--- src/rtl/ifetch_pkg.sv ---
`default_nettype none
// ============================================================================
//  Module   : ifetch_pkg
//  Brief    : Shared types and defaults for the instruction prefetch unit.
//  Revision : 1.0 - initial release
// ============================================================================
package ifetch_pkg;

    // Fetch sequencer states: idle/issuing, waiting on a live response,
    // waiting on a response that a redirect has made stale.
    typedef enum logic [1:0] {
        ST_IDLE     = 2'd0,
        ST_WAIT_RSP = 2'd1,
        ST_DROP     = 2'd2
    } fetch_state_t;

    localparam int          DEPTH_DEFAULT    = 4;
    localparam logic [31:0] RESET_PC_DEFAULT = 32'h0000_0000;

endpackage : ifetch_pkg
`default_nettype wire

--- src/rtl/fetch_fifo.sv ---
`default_nettype none
// ============================================================================
//  Module   : fetch_fifo
//  Brief    : Small synchronous FIFO with flush; head entry shown
//             combinationally. Flush beats push/pop in the same cycle.
//  Revision : 1.0 - initial release
// ============================================================================
module fetch_fifo #(
    parameter int WIDTH = 64,
    parameter int DEPTH = 4
) (
    input  logic                       clk,
    input  logic                       reset,
    input  logic                       i_push,
    input  logic [WIDTH-1:0]           i_push_data,
    input  logic                       i_pop,
    input  logic                       i_flush,
    output logic [WIDTH-1:0]           o_head_data,
    output logic [$clog2(DEPTH+1)-1:0] o_count
);

    localparam int                 c_PTR_W = $clog2(DEPTH);
    localparam int                 c_CNT_W = $clog2(DEPTH + 1);
    localparam logic [c_CNT_W-1:0] c_FULL  = c_CNT_W'(DEPTH);

    logic [WIDTH-1:0]   r_mem [DEPTH];
    logic [c_PTR_W-1:0] r_wr_ptr;
    logic [c_PTR_W-1:0] r_rd_ptr;
    logic [c_CNT_W-1:0] r_count;
    logic               w_push;
    logic               w_pop;

    assign w_push      = i_push && (r_count != c_FULL);
    assign w_pop       = i_pop  && (r_count != '0);
    assign o_head_data = r_mem[r_rd_ptr];
    assign o_count     = r_count;

    // Storage array: written at the tail, no reset so it maps onto plain RAM.
    always_ff @(posedge clk) begin
        if (reset && !i_flush && w_push) begin
            r_mem[r_wr_ptr] <= i_push_data;
        end
    end

    // Pointers and occupancy; DEPTH is a power of two so pointers wrap freely.
    always_ff @(posedge clk) begin
        if (!reset || i_flush) begin
            r_wr_ptr <= '0;
            r_rd_ptr <= '0;
            r_count  <= '0;
        end else begin
            if (w_push) begin
                r_wr_ptr <= r_wr_ptr + c_PTR_W'(1);
            end
            if (w_pop) begin
                r_rd_ptr <= r_rd_ptr + c_PTR_W'(1);
            end
            if (w_push && !w_pop) begin
                r_count <= r_count + c_CNT_W'(1);
            end else if (w_pop && !w_push) begin
                r_count <= r_count - c_CNT_W'(1);
            end
        end
    end

endmodule : fetch_fifo
`default_nettype wire

--- src/rtl/ifetch_prefetch_unit.sv ---
`default_nettype none
// ============================================================================
//  Module   : ifetch_prefetch_unit
//  Brief    : Instruction prefetcher - one outstanding word read at a time,
//             responses queued in a FIFO for the core, redirect flushes.
//             Optional macro IFETCH_PERF_EN adds fetch/flush counters.
//  Revision : 1.0 - initial release
// ============================================================================
module ifetch_prefetch_unit
    import ifetch_pkg::*;
#(
    parameter int          DEPTH    = DEPTH_DEFAULT,
    parameter logic [31:0] RESET_PC = RESET_PC_DEFAULT
) (
    input  logic        clk,
    input  logic        reset,
    input  logic        redirect_valid,
    input  logic [31:0] redirect_pc,
    output logic        mem_req,
    output logic [31:0] mem_addr,
    input  logic        mem_gnt,
    input  logic        mem_rvalid,
    input  logic [31:0] mem_rdata,
    output logic        inst_valid,
    input  logic        inst_ready,
    output logic [31:0] inst_data,
    output logic [31:0] inst_pc
`ifdef IFETCH_PERF_EN
    ,
    output logic [31:0] perf_fetch_cnt,
    output logic [31:0] perf_flush_cnt
`endif
);

    localparam int                 c_CNT_W = $clog2(DEPTH + 1);
    localparam logic [c_CNT_W-1:0] c_DEPTH = c_CNT_W'(DEPTH);

    fetch_state_t       r_state;
    fetch_state_t       w_state_nxt;
    logic               r_en;
    logic [31:0]        r_fetch_pc;
    logic [31:0]        r_pending_pc;
    logic [63:0]        r_last;
    logic [63:0]        w_head;
    logic [c_CNT_W-1:0] w_count;
    logic               w_grant;
    logic               w_push;
    logic               w_pop;
    logic               w_unused;

    // Low address bits of a redirect target are meaningless for word fetch.
    assign w_unused = &{1'b0, redirect_pc[1:0]};

    assign inst_valid = (w_count != '0);
    assign w_pop      = inst_valid && inst_ready && !redirect_valid;
    assign mem_addr   = r_fetch_pc;
    assign inst_data  = inst_valid ? w_head[63:32] : r_last[63:32];
    assign inst_pc    = inst_valid ? w_head[31:0]  : r_last[31:0];

    fetch_fifo #(
        .WIDTH (64),
        .DEPTH (DEPTH)
    ) u_fifo (
        .clk         (clk),
        .reset       (reset),
        .i_push      (w_push),
        .i_push_data ({mem_rdata, r_pending_pc}),
        .i_pop       (w_pop),
        .i_flush     (redirect_valid),
        .o_head_data (w_head),
        .o_count     (w_count)
    );

    // Sequencer state register.
    always_ff @(posedge clk) begin
        if (!reset) begin
            r_state <= ST_IDLE;
        end else begin
            r_state <= w_state_nxt;
        end
    end

    // Next state, request decode (registers only) and buffer write strobe.
    always_comb begin
        w_state_nxt = r_state;
        mem_req     = r_en && (r_state == ST_IDLE) && (w_count < c_DEPTH);
        w_grant     = mem_req && mem_gnt;
        w_push      = (r_state == ST_WAIT_RSP) && mem_rvalid && !redirect_valid;
        case (r_state)
            ST_IDLE: begin
                if (w_grant) begin
                    w_state_nxt = redirect_valid ? ST_DROP : ST_WAIT_RSP;
                end
            end
            ST_WAIT_RSP: begin
                if (mem_rvalid) begin
                    w_state_nxt = ST_IDLE;
                end else if (redirect_valid) begin
                    w_state_nxt = ST_DROP;
                end
            end
            ST_DROP: begin
                if (mem_rvalid) begin
                    w_state_nxt = ST_IDLE;
                end
            end
            default: w_state_nxt = ST_IDLE;
        endcase
    end

    // Fetch address, in-flight address and held output for an empty buffer.
    // r_en keeps mem_req low during the reset cycle itself.
    always_ff @(posedge clk) begin
        if (!reset) begin
            r_en         <= 1'b0;
            r_fetch_pc   <= RESET_PC;
            r_pending_pc <= RESET_PC;
            r_last       <= '0;
        end else begin
            r_en <= 1'b1;
            if (redirect_valid) begin
                r_fetch_pc <= {redirect_pc[31:2], 2'b00};
            end else if (w_grant) begin
                r_fetch_pc <= r_fetch_pc + 32'd4;
            end
            if (w_grant) begin
                r_pending_pc <= r_fetch_pc;
            end
            if (inst_valid) begin
                r_last <= w_head;
            end
        end
    end

`ifdef IFETCH_PERF_EN
    // Performance counters: buffer pushes and redirect cycles, free-running.
    always_ff @(posedge clk) begin
        if (!reset) begin
            perf_fetch_cnt <= '0;
            perf_flush_cnt <= '0;
        end else begin
            if (w_push) begin
                perf_fetch_cnt <= perf_fetch_cnt + 32'd1;
            end
            if (redirect_valid) begin
                perf_flush_cnt <= perf_flush_cnt + 32'd1;
            end
        end
    end
`else
    // Counters are not built in this configuration.
`endif

endmodule : ifetch_prefetch_unit
`default_nettype wire

--- config.mk ---
export PLATFORM = sky130hd
export DESIGN_NAME = ifetch_prefetch_unit
export DESIGN_NICKNAME = d
export VERILOG_FILES = /design/src/rtl/ifetch_pkg.sv /design/src/rtl/fetch_fifo.sv /design/src/rtl/ifetch_prefetch_unit.sv
export SDC_FILE = /design/constraint.sdc
export NUM_CORES = 1
export LEC_CHECK = 0
export CAP_MARGIN = 20
export CORE_MARGIN = 2
export CORE_UTILIZATION = 30
export DETAILED_ROUTE_END_ITERATION = 8
export PLACE_DENSITY = 0.58
export REMOVE_ABC_BUFFERS = 1
export SLEW_MARGIN = 20
export SYNTH_ARGS = -nofsm -noshare
export SYNTH_HDL_FRONTEND = slang
export SYNTH_SLANG_ARGS = --single-unit
--- constraint.sdc ---
create_clock -name clk -period 2.97 [get_ports clk]
set_input_delay 0.594 -clock clk [delete_from_list [all_inputs] [get_ports clk]]
set_output_delay 0.594 -clock clk [all_outputs]
set_load 0.01 [all_outputs]
==> metrics.csv, run 1 <==
metric,value,unit
setup_tns,0,ps
Logic pwr share,3.9,%
routability cong.,0.773,
Min-Delay Path Class,in -> reg,
PwrDens,593,mW/mm^2
minimum clock period,2910,ps
final setup margin,59.9,ps
mean post-synth cell area,15.8,um^2
Remaining DRCs,0,
Worst EP required,2380,ps
area share of xor/xnor cells in the synthesized design,1.84,%
multi-input combinational cell area,0.00448,mm^2
die area,0.0510,mm^2
VDD IR max,349,uV
post-synth top area cell,edfxtp_1,
unrepaired setup endpoints after global routing,yes,
DIE WIDTH,226,um
Seq cells post-synth,382,
share of cells above drive strength 1,26.4,%
H-tree levels,2,
initial antenna violation count,1,
Lkg Pwr,6.78,nW
Clock power frac,45.6,%
Yosys cell types,50,
P_sw,2.44,mW
Pint,8.97,mW
Clock transition at path regs,60,ps
Post-synth ARST share,0,%
Worst-Skew Late Latency,560,ps
prevailing post-synth register cell,edfxtp_1,
"antenna viol nets, final",0,
CTS Buf Count,44,
Hold Fails Final Rpt,0,
relative max-transition margin,66.9,%
drt first pass iters,4,
Worst Setup End Kind,output port,
placed inst area,0.0174,mm^2
Achievable Freq,344,MHz
Post-synth top cells,"edfxtp_1 (248), dfxtp_1 (134), nand2_1 (85)",
complex-gate fraction of the synthesized area,3.97,%
critical path arrival,2320,ps
Critical Path Start Type,register,
Iter 0 DRT Violations,452,
Worst Skew,22.9,ps
remaining global-route overflow,0,
Avg WL per Cell,19.6,um
CTS root buf,clkbuf_16,
count of clock tree sinks,382,
critical path class,reg -> out,
Total Power,11.4,mW
clock tree buffer depth,3,
Yosys top cell area share,50.4,%
fill cell count,4544,
Worst path max stage delay,520,ps
adder-cell share of the synthesized area,0.644,%
"Design Area, Final",0.0192,mm^2
all-layer global routing usage,14.2,%
status,completed,
vias per std cell,4.54,
first-pass GRT wire length,53.7,mm
I/O Pins,168,
final worst path period share,98.0,%
Post-layout nets,1223,
Max Cap Viol,0,
"count leader, synth",edfxtp_1,
CTS Hold Bufs,0,
vias in the first global route,8718,
endpoints failing setup,0,
Rows,81,
Register Area,0.0101,mm^2
synth warn,0,
Crit-path slowest cell,or3_4,
dpl ws,143,ps
Post-synth EDFFs,248,
CTS tree,built,
part of the power in registers,50.5,%
core area,0.0487,mm^2
Die H,226,um
synth top area cells,"edfxtp_1 (50%), dfxtp_1 (18%), mux4_2 (9.5%)",
Port-buffer cells,161,
synthesized area,0.0148,mm^2
multiplexer area fraction after synthesis,14.4,%
main combinational cell family by area after synthesis,multiplexers,
pin count of the biggest net entering global routing,74,
vias,8387,
crit-path cells,"or3_4, buf_4, mux2_2, dlygate4sd2_1",
initial core utilization,30.3,%
sequential area share after synthesis,68.6,%
Worst-Margin Slew,491,ps
Mapped Cells,934,
Crit Path Max Fanout,7,
Post-Route WL,36.2,mm
Slew Limit Fails,0,
Simple-Gate Fraction of Synth Area,8.50,%
Area Growth Syn to Fin,30.3,%
sw frac,21.4,%
HPWL Detailed,21.6,mm
metal layers:
layer	routed length, um	track usage, %	vias to the layer above
met5	0	0	-
met4	639	3.48	0
met3	1980	3.15	43
met2	17300	23.6	200
met1	16300	18.8	4214
li1	-	-	3930
cell type report:
type / instances / share of cell area [%]
Sequential cell: 382 / 52.7
Multi-Input combinational cell: 491 / 23.3
Timing Repair Buffer: 218 / 12.2
Clock buffer: 60 / 6.50
Tap cell: 664 / 4.32
Clock inverter: 21 / 0.819
Inverter: 9 / 0.176
Antenna cell: 1 / 0.0130
cells by family (layout without fill, tap and decap cells):
family | Yosys count | count (layout)
AOI/OAI and AO/OA | 93 | 93
and+or+nand+nor | 228 | 229
xor gates and xnor gates | 31 | 31
buffers and inverters | 65 | 308
other | 1 | 5
muxes | 127 | 127
DFF | 382 | 382
adders and majority gates | 7 | 7
registers in the layout (all words and copies together), names as in the netlist, named ones only:
register,flops
r_pending_pc,30
u_fifo.r_mem,248
r_last,62
r_en,1
u_fifo.o_count,3
u_fifo.r_wr_ptr,2
mem_addr,30
u_fifo.r_rd_ptr,2
r_state,2
metrics by stage:
step	cells	util, %	hold WS [ps]
after floorplan	881	-	460
after global placement	1739	35.7	479
after detailed placement	1739	35.7	488
after CTS	1845	39.3	426
after global routing	1845	39.5	440
final	1846	39.5	443
what timing repair did:
action	CTS	global route
buffers inserted	20	2
gates resized for setup	207	39
endpoints found under the setup margin	63	30
cloned	5	1
pin swaps	1	1
worst max-delay path, delay by kind of cell, from the launching register on:
kind | cells | cell delay [ps]
buf+inv | 2 | 530
simple gates | 1 | 520
flops | 1 | 390
mux | 1 | 320
cells in the final DEF (no fill, tap or decap), types with 23 or more instances in the layout:
master,count
edfxtp_1,248
dfxtp_1,129
clkdlybuf4s50_1,98
nand2_1,85
and2_1,66
mux4_2,62
clkbuf_16,45
mux2_2,35
a21boi_0,30
o21ai_0,28
mux2_4,27
xnor2_1,27
buf_4,25
buf_12,23
power groups by stage:
| stage | sequential, mW | combinational (mW) | clock, mW |
|---|---|---|---|
| 2_1_floorplan | 5.86 | 0.148 | 0 |
| 3_3_place_gp | 5.87 | 0.447 | 0 |
| 3_5_place_dp | 5.87 | 0.452 | 0 |
| 4_1_cts | 5.76 | 0.454 | 5.35 |
| 5_1_grt | 5.77 | 0.490 | 5.55 |
| 6_report | 5.76 | 0.450 | 5.20 |
final timing paths:
kind | startpoint | to | slack (ps) | cells past startpoint
max reg2reg | u_fifo.o_count[1] | u_fifo.o_count[2] | 440 | 9
max | u_fifo.o_count[2] | inst_pc[19] | 60 | 4
min reg2reg | r_pending_pc[28] | r_pending_pc[28] | 500 | 2
min | reset | mem_addr[12] | 440 | 3
No activity file was read; power rests on OpenSTA's default activity.
==> run 2, diff against run 1 <==
--- a/config.mk
+++ b/config.mk
@@ -5,12 +5,15 @@
 export SDC_FILE = /design/constraint.sdc
 export NUM_CORES = 1
 export LEC_CHECK = 0
+export ABC_AREA = 1
 export CAP_MARGIN = 20
 export CORE_MARGIN = 2
 export CORE_UTILIZATION = 30
 export DETAILED_ROUTE_END_ITERATION = 8
-export PLACE_DENSITY = 0.58
+export DONT_BUFFER_PORTS = 1
+export PLACE_DENSITY = 0.53
 export REMOVE_ABC_BUFFERS = 1
+export SKIP_LAST_GASP = 1
 export SLEW_MARGIN = 20
 export SYNTH_ARGS = -nofsm -noshare
 export SYNTH_HDL_FRONTEND = slang
==> run 2 against run 1 <==
  * Largest power group unchanged
  * Wire length grew 9.7%
  * Area after synthesis grew 4.0%
  * Maximum frequency grew 4.3%
  * Worst hold slack lost 390 ps
  * Utilization shrank 4.4 points
  * Sequential share of layout area grew 4.7 points
  * Register-to-register slack gained 110 ps
  * Clock power grew 3%
  * Cell count grew 21%
==> metrics.csv, run 2 <==
metric,value,unit,change
status,completed,,
Post-synth top cells,"nand2_1 (314), edfxtp_1 (248), nor2_1 (228)",,
CTS Buf Count,43,,-2.3%
Critical Path Start Type,register,,
routability cong.,0.810,,+4.8%
complex-gate fraction of the synthesized area,12.2,%,+8.3 points
placed inst area,0.0162,mm^2,-7.1%
Slew Limit Fails,0,,unchanged
max reg flops,248,,unchanged
worst hold slack,57.1,ps,-386 ps
Avg WL per Cell,17.7,um,-9.6%
adder-cell share of the synthesized area,0.619,%,-0.025 points
Largest regs,"u_fifo.r_mem: 248 flops, r_last: 62 flops",,
Min-Delay Path Class,in -> reg,,
Post-synth EDFFs,248,,unchanged
vias per std cell,4.71,,+3.6%
antenna cells,0,,-1
Port-buffer cells,0,,-100%
synth warn,0,,unchanged
CTS root buf,clkbuf_16,,
all-layer global routing usage,14.8,%,+0.55 points
Lkg Pwr,6.24,nW,-8.0%
Worst-Skew Late Latency,570,ps,about the same
Worst Skew,21.2,ps,-1.63 ps
Seq cells post-synth,382,,unchanged
PwrDens,655,mW/mm^2,+10%
Mapped Cells,1539,,+65%
CTS tree,built,,
vias,10500,,+26%
Yosys cell types,36,,-28%
first-pass GRT wire length,60.0,mm,+12%
Die H,230,um,+2.0%
Hold Fails Final Rpt,0,,unchanged
H-tree levels,2,,unchanged
vias in the first global route,9956,,+14%
main combinational cell family by area after synthesis,simple AND/OR/NAND/NOR gates,,
Achievable Freq,358,MHz,+4.3%
"commonest non-fill, non-tap cell in the layout",nand2_1,,
unrepaired setup endpoints after global routing,yes,,
Simple-Gate Fraction of Synth Area,16.3,%,+7.8 points
Area Growth Syn to Fin,14.8,%,
core area,0.0504,mm^2,+3.3%
Crit Path Max Fanout,48,,+41
I/O Pins,168,,unchanged
Worst EP required,2380,ps,about the same
Iter 0 DRT Violations,768,,+70%
synth top area cells,"edfxtp_1 (48%), dfxtp_1 (17%), nand2_1 (7.7%)",,
Post-synth ARST share,0,%,unchanged
DIE WIDTH,230,um,+2.0%
synthesized area,0.0154,mm^2,+4.0%
critical path class,reg -> out,,
"Design Area, Final",0.0176,mm^2,-8.3%
Worst Setup End Kind,output port,,
Max Cap Viol,0,,unchanged
count of clock tree sinks,382,,unchanged
Worst-Margin Slew,795,ps,+303 ps
Largest Register,u_fifo.r_mem,,
relative max-transition margin,46.9,%,-20 points
multiplexer area fraction after synthesis,0,%,-14 points
area share of xor/xnor cells in the synthesized design,0.399,%,-1.4 points
Yosys top cell area share,48.5,%,-2.0 points
pin count of the biggest net entering global routing,109,,+47%
drt first pass iters,5,,+1
remaining global-route overflow,0,,unchanged
prevailing post-synth register cell,edfxtp_1,,
VDD IR max,417,uV,+20%
initial core utilization,30.5,%,+0.21 points
"count leader, synth",nand2_1,,
mean post-synth cell area,9.98,um^2,-37%
post-synth top area cell,edfxtp_1,,
Clock transition at path regs,60,ps,about the same
endpoints failing setup,0,,unchanged
clock tree buffer depth,3,,unchanged
Remaining DRCs,0,,unchanged
share of cells above drive strength 1,8.04,%,-18 points
"antenna viol nets, final",0,,unchanged
sequential area share after synthesis,65.9,%,-2.7 points
most frequent cells in the layout,"nand2_1 (314), edfxtp_1 (248), nor2_1 (224), o21ai_0 (181), dfxtp_1 (132)",,
Post-layout nets,1610,,+32%
die area,0.0530,mm^2,+4.0%
Rows,82,,+1.2%
HPWL Detailed,23.9,mm,+11%
CTS Hold Bufs,0,,unchanged
initial antenna violation count,0,,-1
critical path arrival,2200,ps,-120 ps
final worst path period share,94.0,%,-4.0 points
minimum clock period,2790,ps,-119 ps
Post-Route WL,39.7,mm,+9.7%
run 2: changes by cell type after synthesis, sizes merged, moves of 19 or more:
cell    change
xnor2      -24
o21ai     +211
a21oi     +100
nor2      +228
buf        +19
and2       -66
mux2       -62
nand3      +30
inv        +61
a21boi     -29
nand2     +235
mux4       -62
run 2: metal layers:
metal	track usage (%)	up-vias	share of wire [%]
met1	20.0	5030	46
met4	3.13	0	1.5
li1	-	5211	-
met3	4.29	45	7.1
met5	0	-	0
met2	23.4	260	45
run 2: cells by family after synthesis:
group	count (synthesis)
other	1
AO/OA/AOI/OAI	372
flip-flops	382
AND/OR/NAND/NOR	617
XOR/XNOR	7
adder cells (fa/ha/maj)	7
buffers and inverters	153
run 2: layout make-up:
cell class                 count  area (um^2)
timing repair buffer          29          363
clock inverter                18          234
fill                        5096        32700
clock buffer                  62         1200
multi-input combinational   1007         4600
tap                          672          841
inverter                      70          268
sequential                   382        10100
run 2: worst max-delay path, cell delays in order (launching register included):
cell,delay (ps)
dfxtp_4,430
inv_4,350
buf_12,280
nor2_1,70
o21ai_1,190
nand2_1,100
nand2_1,80
buf_4,130
run 2: path summary, 6_finish.rpt:
path         slack (ps)  cells after the start                 to          startpoint
min                  60                      0               r_en               reset
max reg2reg         550                     11  u_fifo.o_count[2]          r_state[0]
max                 180                      7        inst_pc[13]            register
min reg2reg         460                      2           register  u_fifo.r_rd_ptr[1]
run 2: what timing repair did:
item / CTS / global route
setup buffers: 0 / 1
resized for setup: 0 / 1
setup endpoints to repair: 0 / 10
run 2: where the power goes:
part	switching [mW]	leakage, nW	internal [mW]
combinational	0.239	2.22	0.0941
sequential	0.106	3.33	5.73
clock	2.13	0.690	3.25
run 2: stage by stage:
step	TNS [ps]	instances	util [%]	power (mW)	worst slack, ps
2_1_floorplan	-881260	1459	-	6.14	-2920
4_1_cts	0	2239	35.0	11.7	90.3
3_3_place_gp	0	2159	32.1	6.28	452
3_5_place_dp	0	2159	32.1	6.29	502
6_report	0	2240	35.0	11.5	179
5_1_grt	-1.48	2240	35.0	11.9	-1.48
